`src/rtl/soc_pkg.sv`:
```
`default_nettype none
// ============================================================================
// Module      : soc_pkg
// Description : Shared SoC types and cache geometry used by the miss
//               scheduler: threading mode, per-thread miss FSM states and
//               the default instruction-cache set/way counts.
// Revision    : 1.0 - initial release
// ============================================================================
package soc_pkg;

    localparam int ICACHE_NUM_SET      = 64;
    localparam int ICACHE_WAYS_PER_SET = 4;

    typedef enum logic {
        Single_Threaded = 1'b0,
        Multi_Threaded  = 1'b1
    } multithreading_mode_t;

    typedef enum logic [1:0] {
        IDLE = 2'd0,
        PEND = 2'd1,
        WAIT = 2'd2,
        FILL = 2'd3
    } miss_state_t;

endpackage
`default_nettype wire

```
`src/rtl/rr_arbiter.sv`:
```
`default_nettype none
// ============================================================================
// Module      : rr_arbiter
// Description : Round-robin arbiter. The search for a winner starts at the
//               pointer; when the owner consumes a grant (advance) the
//               pointer moves to winner+1.
// Ports       : clock, reset (async, active-low)
//               req     [N]  - request vector
//               advance      - grant consumed this cycle, rotate pointer
//               gnt     [N]  - one-hot grant (combinational)
//               gnt_id       - index of the granted requester (0 if none)
// Revision    : 1.0 - initial release
// ============================================================================
module rr_arbiter #(
    parameter  int N = 4,
    localparam int W = (N > 1) ? $clog2(N) : 1
) (
    input  logic         clock,
    input  logic         reset,
    input  logic [N-1:0] req,
    input  logic         advance,
    output logic [N-1:0] gnt,
    output logic [W-1:0] gnt_id
);

    logic [W-1:0] ptr;

    always_comb begin : comb_pick
        logic         found;
        logic [W-1:0] idx;
        gnt    = '0;
        gnt_id = '0;
        found  = 1'b0;
        idx    = '0;
        for (int i = 0; i < N; i++) begin
            idx = W'((int'(ptr) + i) % N);
            if (!found && req[idx]) begin
                found    = 1'b1;
                gnt[idx] = 1'b1;
                gnt_id   = idx;
            end
        end
    end

    always_ff @(posedge clock or negedge reset) begin
        if (!reset) begin
            ptr <= '0;
        end else if (advance) begin
            ptr <= (int'(gnt_id) == N - 1) ? '0 : gnt_id + W'(1);
        end
    end

endmodule
`default_nettype wire

```
`src/rtl/cache_miss_sched.sv`:
```
`default_nettype none
// ============================================================================
// Module      : cache_miss_sched
// Description : Per-core miss scheduler. One outstanding miss per thread,
//               round-robin sharing of the memory request port through a
//               registered output slot, out-of-order tagged responses, and
//               round-robin refill sequencing through the LRU victim port
//               with a same-cycle LRU (_mt) update of the chosen way.
// Ports       : clock, reset (async, active-low), mt_mode
//               miss_req/miss_addr in, miss_busy/miss_done out
//               mem_req_valid/ready/addr/thread  - memory request port
//               mem_rsp_valid/thread             - tagged response
//               victim_req/set/thread, victim_way - LRU victim lookup
//               lru_upd_req/set/way/thread       - LRU update port
//               fill_valid/set/way/addr/thread   - array write command
//               proto_err                        - sticky error flag
// Revision    : 1.0 - initial release
// ============================================================================
module cache_miss_sched
    import soc_pkg::*;
#(
    parameter  int NUM_THREADS    = 4,
    parameter  int NUM_SET        = ICACHE_NUM_SET,
    parameter  int WAYS_PER_SET   = ICACHE_WAYS_PER_SET,
    parameter  int ADDR_W         = 32,
    localparam int NUM_SET_W      = $clog2(NUM_SET),
    localparam int WAYS_PER_SET_W = $clog2(WAYS_PER_SET),
    localparam int THR_W          = $clog2(NUM_THREADS)
) (
    input  logic                                clock,
    input  logic                                reset,
    input  multithreading_mode_t                mt_mode,
    input  logic [NUM_THREADS-1:0]              miss_req,
    input  logic [NUM_THREADS-1:0][ADDR_W-1:0]  miss_addr,
    output logic [NUM_THREADS-1:0]              miss_busy,
    output logic [NUM_THREADS-1:0]              miss_done,
    output logic                                mem_req_valid,
    input  logic                                mem_req_ready,
    output logic [ADDR_W-1:0]                   mem_req_addr,
    output logic [THR_W-1:0]                    mem_req_thread,
    input  logic                                mem_rsp_valid,
    input  logic [THR_W-1:0]                    mem_rsp_thread,
    output logic                                victim_req,
    output logic [NUM_SET_W-1:0]                victim_set,
    output logic [THR_W-1:0]                    victim_thread,
    input  logic [WAYS_PER_SET_W-1:0]           victim_way,
    output logic                                lru_upd_req,
    output logic [NUM_SET_W-1:0]                lru_upd_set,
    output logic [WAYS_PER_SET_W-1:0]           lru_upd_way,
    output logic [THR_W-1:0]                    lru_upd_thread,
    output logic                                fill_valid,
    output logic [NUM_SET_W-1:0]                fill_set,
    output logic [WAYS_PER_SET_W-1:0]           fill_way,
    output logic [ADDR_W-1:0]                   fill_addr,
    output logic [THR_W-1:0]                    fill_thread,
    output logic                                proto_err
);

    miss_state_t               state     [NUM_THREADS];
    miss_state_t               state_nxt [NUM_THREADS];
    logic [ADDR_W-1:0]         line_addr [NUM_THREADS];
    logic [NUM_THREADS-1:0]    capture;
    logic [NUM_THREADS-1:0]    pend_vec;
    logic [NUM_THREADS-1:0]    fill_vec;
    logic [NUM_THREADS-1:0]    slot_mask;
    logic [NUM_THREADS-1:0]    mem_gnt;
    logic [NUM_THREADS-1:0]    vic_gnt;
    logic [THR_W-1:0]          mem_gnt_id;
    logic [THR_W-1:0]          vic_gnt_id;
    logic                      handshake;
    logic                      slot_load;
    logic                      mem_adv;
    logic                      rsp_err;

    assign handshake = mem_req_valid & mem_req_ready;
    assign slot_load = ~mem_req_valid | mem_req_ready;
    assign mem_adv   = slot_load & (|mem_gnt);
    assign rsp_err   = mem_rsp_valid & (state[mem_rsp_thread] != WAIT);

    // Per-thread next state. The thread currently held in the output slot
    // is still PEND but must not compete again, hence slot_mask.
    always_comb begin
        for (int t = 0; t < NUM_THREADS; t++) begin
            state_nxt[t] = state[t];
            capture[t]   = 1'b0;
            slot_mask[t] = mem_req_valid && (mem_req_thread == THR_W'(t));
            pend_vec[t]  = (state[t] == PEND) && !slot_mask[t];
            fill_vec[t]  = (state[t] == FILL);
            miss_busy[t] = (state[t] != IDLE);
            case (state[t])
                IDLE: if (miss_req[t] && (t == 0 || mt_mode != Single_Threaded)) begin
                    capture[t]   = 1'b1;
                    state_nxt[t] = PEND;
                end
                PEND: if (handshake && mem_req_thread == THR_W'(t)) begin
                    state_nxt[t] = WAIT;
                end
                WAIT: if (mem_rsp_valid && mem_rsp_thread == THR_W'(t)) begin
                    state_nxt[t] = FILL;
                end
                FILL: if (vic_gnt[t]) begin
                    state_nxt[t] = IDLE;
                end
                default: state_nxt[t] = IDLE;
            endcase
        end
    end

    always_ff @(posedge clock or negedge reset) begin
        if (!reset) begin
            for (int t = 0; t < NUM_THREADS; t++) begin
                state[t]     <= IDLE;
                line_addr[t] <= '0;
            end
        end else begin
            for (int t = 0; t < NUM_THREADS; t++) begin
                state[t] <= state_nxt[t];
                if (capture[t]) begin
                    line_addr[t] <= miss_addr[t];
                end
            end
        end
    end

    rr_arbiter #(.N(NUM_THREADS)) u_mem_arb (
        .clock   (clock),
        .reset   (reset),
        .req     (pend_vec),
        .advance (mem_adv),
        .gnt     (mem_gnt),
        .gnt_id  (mem_gnt_id)
    );

    rr_arbiter #(.N(NUM_THREADS)) u_vic_arb (
        .clock   (clock),
        .reset   (reset),
        .req     (fill_vec),
        .advance (victim_req),
        .gnt     (vic_gnt),
        .gnt_id  (vic_gnt_id)
    );

    // Memory request slot: held until accepted, reloaded when empty or on
    // the accepting edge so back-to-back requests issue every cycle.
    always_ff @(posedge clock or negedge reset) begin
        if (!reset) begin
            mem_req_valid  <= 1'b0;
            mem_req_addr   <= '0;
            mem_req_thread <= '0;
        end else if (slot_load) begin
            mem_req_valid  <= |mem_gnt;
            mem_req_addr   <= (|mem_gnt) ? line_addr[mem_gnt_id] : '0;
            mem_req_thread <= mem_gnt_id;
        end
    end

    // Victim lookup and LRU update share the grant cycle, so the LRU sees
    // the filled way as MRU before the next grant to the same set.
    assign victim_req     = |vic_gnt;
    assign victim_thread  = vic_gnt_id;
    assign victim_set     = victim_req ? line_addr[vic_gnt_id][NUM_SET_W-1:0] : '0;
    assign lru_upd_req    = victim_req;
    assign lru_upd_set    = victim_set;
    assign lru_upd_way    = victim_req ? victim_way : '0;
    assign lru_upd_thread = victim_thread;

    always_ff @(posedge clock or negedge reset) begin
        if (!reset) begin
            fill_valid  <= 1'b0;
            fill_set    <= '0;
            fill_way    <= '0;
            fill_addr   <= '0;
            fill_thread <= '0;
            miss_done   <= '0;
            proto_err   <= 1'b0;
        end else begin
            fill_valid  <= victim_req;
            fill_set    <= victim_set;
            fill_way    <= lru_upd_way;
            fill_addr   <= victim_req ? line_addr[vic_gnt_id] : '0;
            fill_thread <= victim_thread;
            miss_done   <= vic_gnt;
            if (rsp_err) begin
                proto_err <= 1'b1;
            end
        end
    end

endmodule
`default_nettype wire

```
`config.mk`:
```
export PLATFORM = sky130hd
export DESIGN_NAME = cache_miss_sched
export DESIGN_NICKNAME = d
export VERILOG_FILES = /design/src/rtl/soc_pkg.sv /design/src/rtl/rr_arbiter.sv /design/src/rtl/cache_miss_sched.sv
export SDC_FILE = /design/constraint.sdc
export NUM_CORES = 1
export LEC_CHECK = 0
export BUFFER_PORTS_ARGS = -buffer_cell sky130_fd_sc_hd__buf_2
export CORE_MARGIN = 2
export CORE_UTILIZATION = 55
export DETAILED_ROUTE_END_ITERATION = 8
export PLACE_DENSITY = 0.8
export SKIP_CTS_REPAIR_TIMING = 1
export SKIP_LAST_GASP = 1
export SLEW_MARGIN = 20
export SYNTH_ARGS = -nofsm -noshare
export SYNTH_HDL_FRONTEND = slang
export SYNTH_SLANG_ARGS = --single-unit
```
`constraint.sdc`:
```
create_clock -name clock -period 11.4 [get_ports clock]
set_input_delay 3.42 -clock clock [delete_from_list [all_inputs] [get_ports clock]]
set_output_delay 3.42 -clock clock [all_outputs]
set_load 0.1 [all_outputs]
```
==> flow_summary.rst <==
.. list-table::
   :header-rows: 1

   * - Metric
     - Value
   * - Type of the worst setup path
     - reg -> out
   * - Final clock period utilization by the worst path
     - 0.7146
   * - Last weighted congestion value of the routability-driven placer
     - 0.8109
   * - Setup Skew
     - 0.02513 ns
   * - #FFs+latches synth
     - 217
   * - Overall die height
     - 150.1 um
   * - Final wirelength
     - 30780 um
   * - Starting utilization of the core area
     - 0.5600
   * - Total routing resource utilization after global routing
     - 0.2704
   * - Commonest non-fill, non-tap cell in the layout
     - buf_2
   * - Count of pins on the block boundary
     - 248
   * - Count of final hold-check violations
     - 0
   * - Clock tree from TritonCTS
     - done
   * - Row Count
     - 53
   * - Post-route antenna net violation count
     - 0
   * - Vias per Instance
     - 6.102
   * - Via count of the first global-routing pass
     - 8622
   * - DR pass1 iterations
     - 5
   * - Type of element launching the critical path
     - flip-flop
   * - Cells taking the most area after synthesis
     - dfrtp_1 (46%), mux2_2 (13%), mux4_2 (6.7%)
   * - Via count of the routed design
     - 8659
   * - Half-perimeter wire length after placement
     - 19490 um
   * - Number of nets in the final layout
     - 1293
   * - Critical path endpoint category
     - output pin
   * - R2R Setup Slk
     - 7.25 ns
   * - Post-synthesis sequential area ratio
     - 0.4627
   * - Antenna violations before repair
     - 8
   * - Most instantiated flip-flop cell in the synthesis netlist
     - dfrtp_1
   * - Most frequent cells in the layout
     - buf_2 (246), dfrtp_1 (217), mux2_2 (131), a21boi_0 (64), nand2_1 (47)
   * - Routed length per placed instance
     - 21.69 um
   * - Aggregate global routing overflow
     - 0
   * - Fraction of final layout cells with drive strength greater than 1
     - 0.4706
   * - Setup TNS
     - 0 ns
   * - Area inside the core boundary
     - 0.02096 mm^2
   * - Clock Tree Buf Depth
     - 3
   * - Net count after synthesis
     - 1098
   * - Arrival time of data at the critical path endpoint
     - 4.73 ns
   * - CP max FO
     - 36
   * - Residual DRC count
     - 0
   * - Critical register-to-register path endpoint
     - mem_req_addr[10]
   * - Iter 0 DRT Violations
     - 501
   * - Count of H-tree levels built during CTS
     - 1
   * - Fill cell instance count of the final layout
     - 1649
   * - Largest area contributor in the netlist
     - dfrtp_1
   * - Min Clock Period, post-route
     - 8.147 ns
   * - Maximum number of pins on one net before global-route repair
     - 89
   * - Result of the run
     - finished, final reports clean
   * - Number of different library cells in the post-synthesis netlist
     - 67
   * - Maximum achievable frequency
     - 0.1227 GHz
   * - HP Class
     - reg -> reg
   * - Synth warn
     - 0
   * - Area of the mapped netlist
     - 0.01174 mm^2
   * - Synth Instances
     - 926
   * - Post-synth EDFFs
     - 0
   * - Post-Syn Area per Cell
     - 12.67 um^2
   * - Critical Path Sink
     - lru_upd_set[0]
   * - Req. time, crit path
     - 7.98 ns
   * - Wire length of the first global-routing pass
     - 47290 um
   * - Die Width
     - 150.1 um
   * - Clock latency of the later-clocked register in the worst-skew pair
     - 0.53 ns
   * - Clk pin slew, worst setup/hold paths
     - 0.06 ns
   * - Clock Tree Root
     - clkbuf_16
   * - Cell depth of the worst flop-to-flop path
     - 8
   * - Launch point of the worst reg-to-reg path
     - u_mem_arb.ptr[0]
   * - Total die area
     - 0.02252 mm^2
   * - Ys async rst share
     - 1.000
   * - CTS sink cnt
     - 217
   * - Post-synth top area share
     - 0.4627
   * - Total count of max-transition violations in the final report
     - 0
   * - RSZ-0062 raised after global routing
     - false
   * - Number of endpoints failing setup at the final stage
     - 0
   * - Headroom to the max-slew limit
     - 0.2666
   * - Number of input and output port buffers inserted
     - 247
   * - Max-cap violation count
     - 0
   * - Pin slew with the least headroom to its limit
     - 1.100 ns
   * - Number of clock buffers inserted by TritonCTS
     - 24
   * - Area added between synthesis and finish
     - 17.65%
kinds of logic after synthesis:
family | share of synthesized area
mux | 0.2017
compound gates | 0.1829
fa+ha+maj | 0.03305
simple gates | 0.06941
flops | 0.4627
buf+inv | 0.04798
xor+xnor | 0.002239
through the flow:
step | hold slack [ns] | std cells | util | instance area [um^2] | setup slack [ns]
after floorplan | 0.4899 | 926 | - | 11740 | 2.926
after global placement | 0.4485 | 1370 | 0.6217 | 13030 | 3.894
after detailed placement | 0.4494 | 1370 | 0.6217 | 13030 | 3.815
after CTS | 0.4625 | 1414 | 0.6579 | 13790 | 3.306
after global routing | 0.4841 | 1416 | 0.6585 | 13800 | 3.046
final | 0.4631 | 1419 | 0.6588 | 13810 | 3.253
cell type report:
type	instances	area [um^2]	share of cell area
tap	275	344.1	0.02492
timing repair buffer	259	1336	0.09679
clock buffer	40	720.7	0.05220
inverter	28	105.1	0.007613
sequential	217	5430	0.3933
multi-input combinational	591	5821	0.4216
clock inverter	4	36.28	0.002628
antenna	5	12.51	0.0009063
sequential cells by signal, indices dropped and copies added (netlist names), named ones only:
register,flops
fill_addr,32
miss_done,4
mem_req_thread,2
line_addr,128
state,8
proto_err,1
mem_req_addr,32
u_vic_arb.ptr,1
fill_valid,1
fill_way,2
mem_req_valid,1
fill_thread,2
u_mem_arb.ptr,2
worst max-delay path, stage by stage, from the launching register on:
cell and delay (ns):
dfrtp_1 0.75, inv_1 0.22, ha_1 0.47, mux4_2 0.43, or3b_2 0.47, a22oi_1 0.22, nor3_1 0.11, and2_2 0.53
nor2b_1 0.46, buf_2 0.52
synthesized netlist by cell type, types with 5 or more instances:
cell type and instances:
mux4_2 35, clkbuf_1 43, nor2b_1 40, buf_2 15, o21ai_0 10, buf_4 15, a21boi_0 64, buf_6 6
dfrtp_1 217, o31ai_2 29, mux2_2 131, a21oi_1 12, inv_1 27, nand3_1 13, nor2_1 10, nand2_1 49
nand2b_1 5, a221oi_2 29, and2_1 7, a221oi_1 36, buf_1 11, ha_1 31, nand3b_1 5, mux2i_1 7
a22oi_1 5
worst min path at each step:
stage / from / to / slack (ns) / cells past startpoint
5_1_grt: proto_err / proto_err / 0.48 / 1
3_5_place_dp: proto_err / proto_err / 0.45 / 1
4_1_cts: proto_err / proto_err / 0.46 / 1
2_1_floorplan: line_addr[32] / line_addr[32] / 0.49 / 1
6_report: proto_err / proto_err / 0.46 / 1
3_3_place_gp: proto_err / proto_err / 0.45 / 1
layer usage:
| layer | track usage | wire length (um) | vias to the layer above |
|---|---|---|---|
| met1 | 0.3444 | 12470 | 4354 |
| li1 | - | - | 3883 |
| met2 | 0.4607 | 15160 | 344 |
| met3 | 0.05579 | 2116 | 72 |
| met4 | 0.09245 | 986 | 6 |
| met5 | 0 | 41 | - |
Power is not shown: default switching activity piles up to over one toggle a cycle in this logic, so the estimate is an artifact.
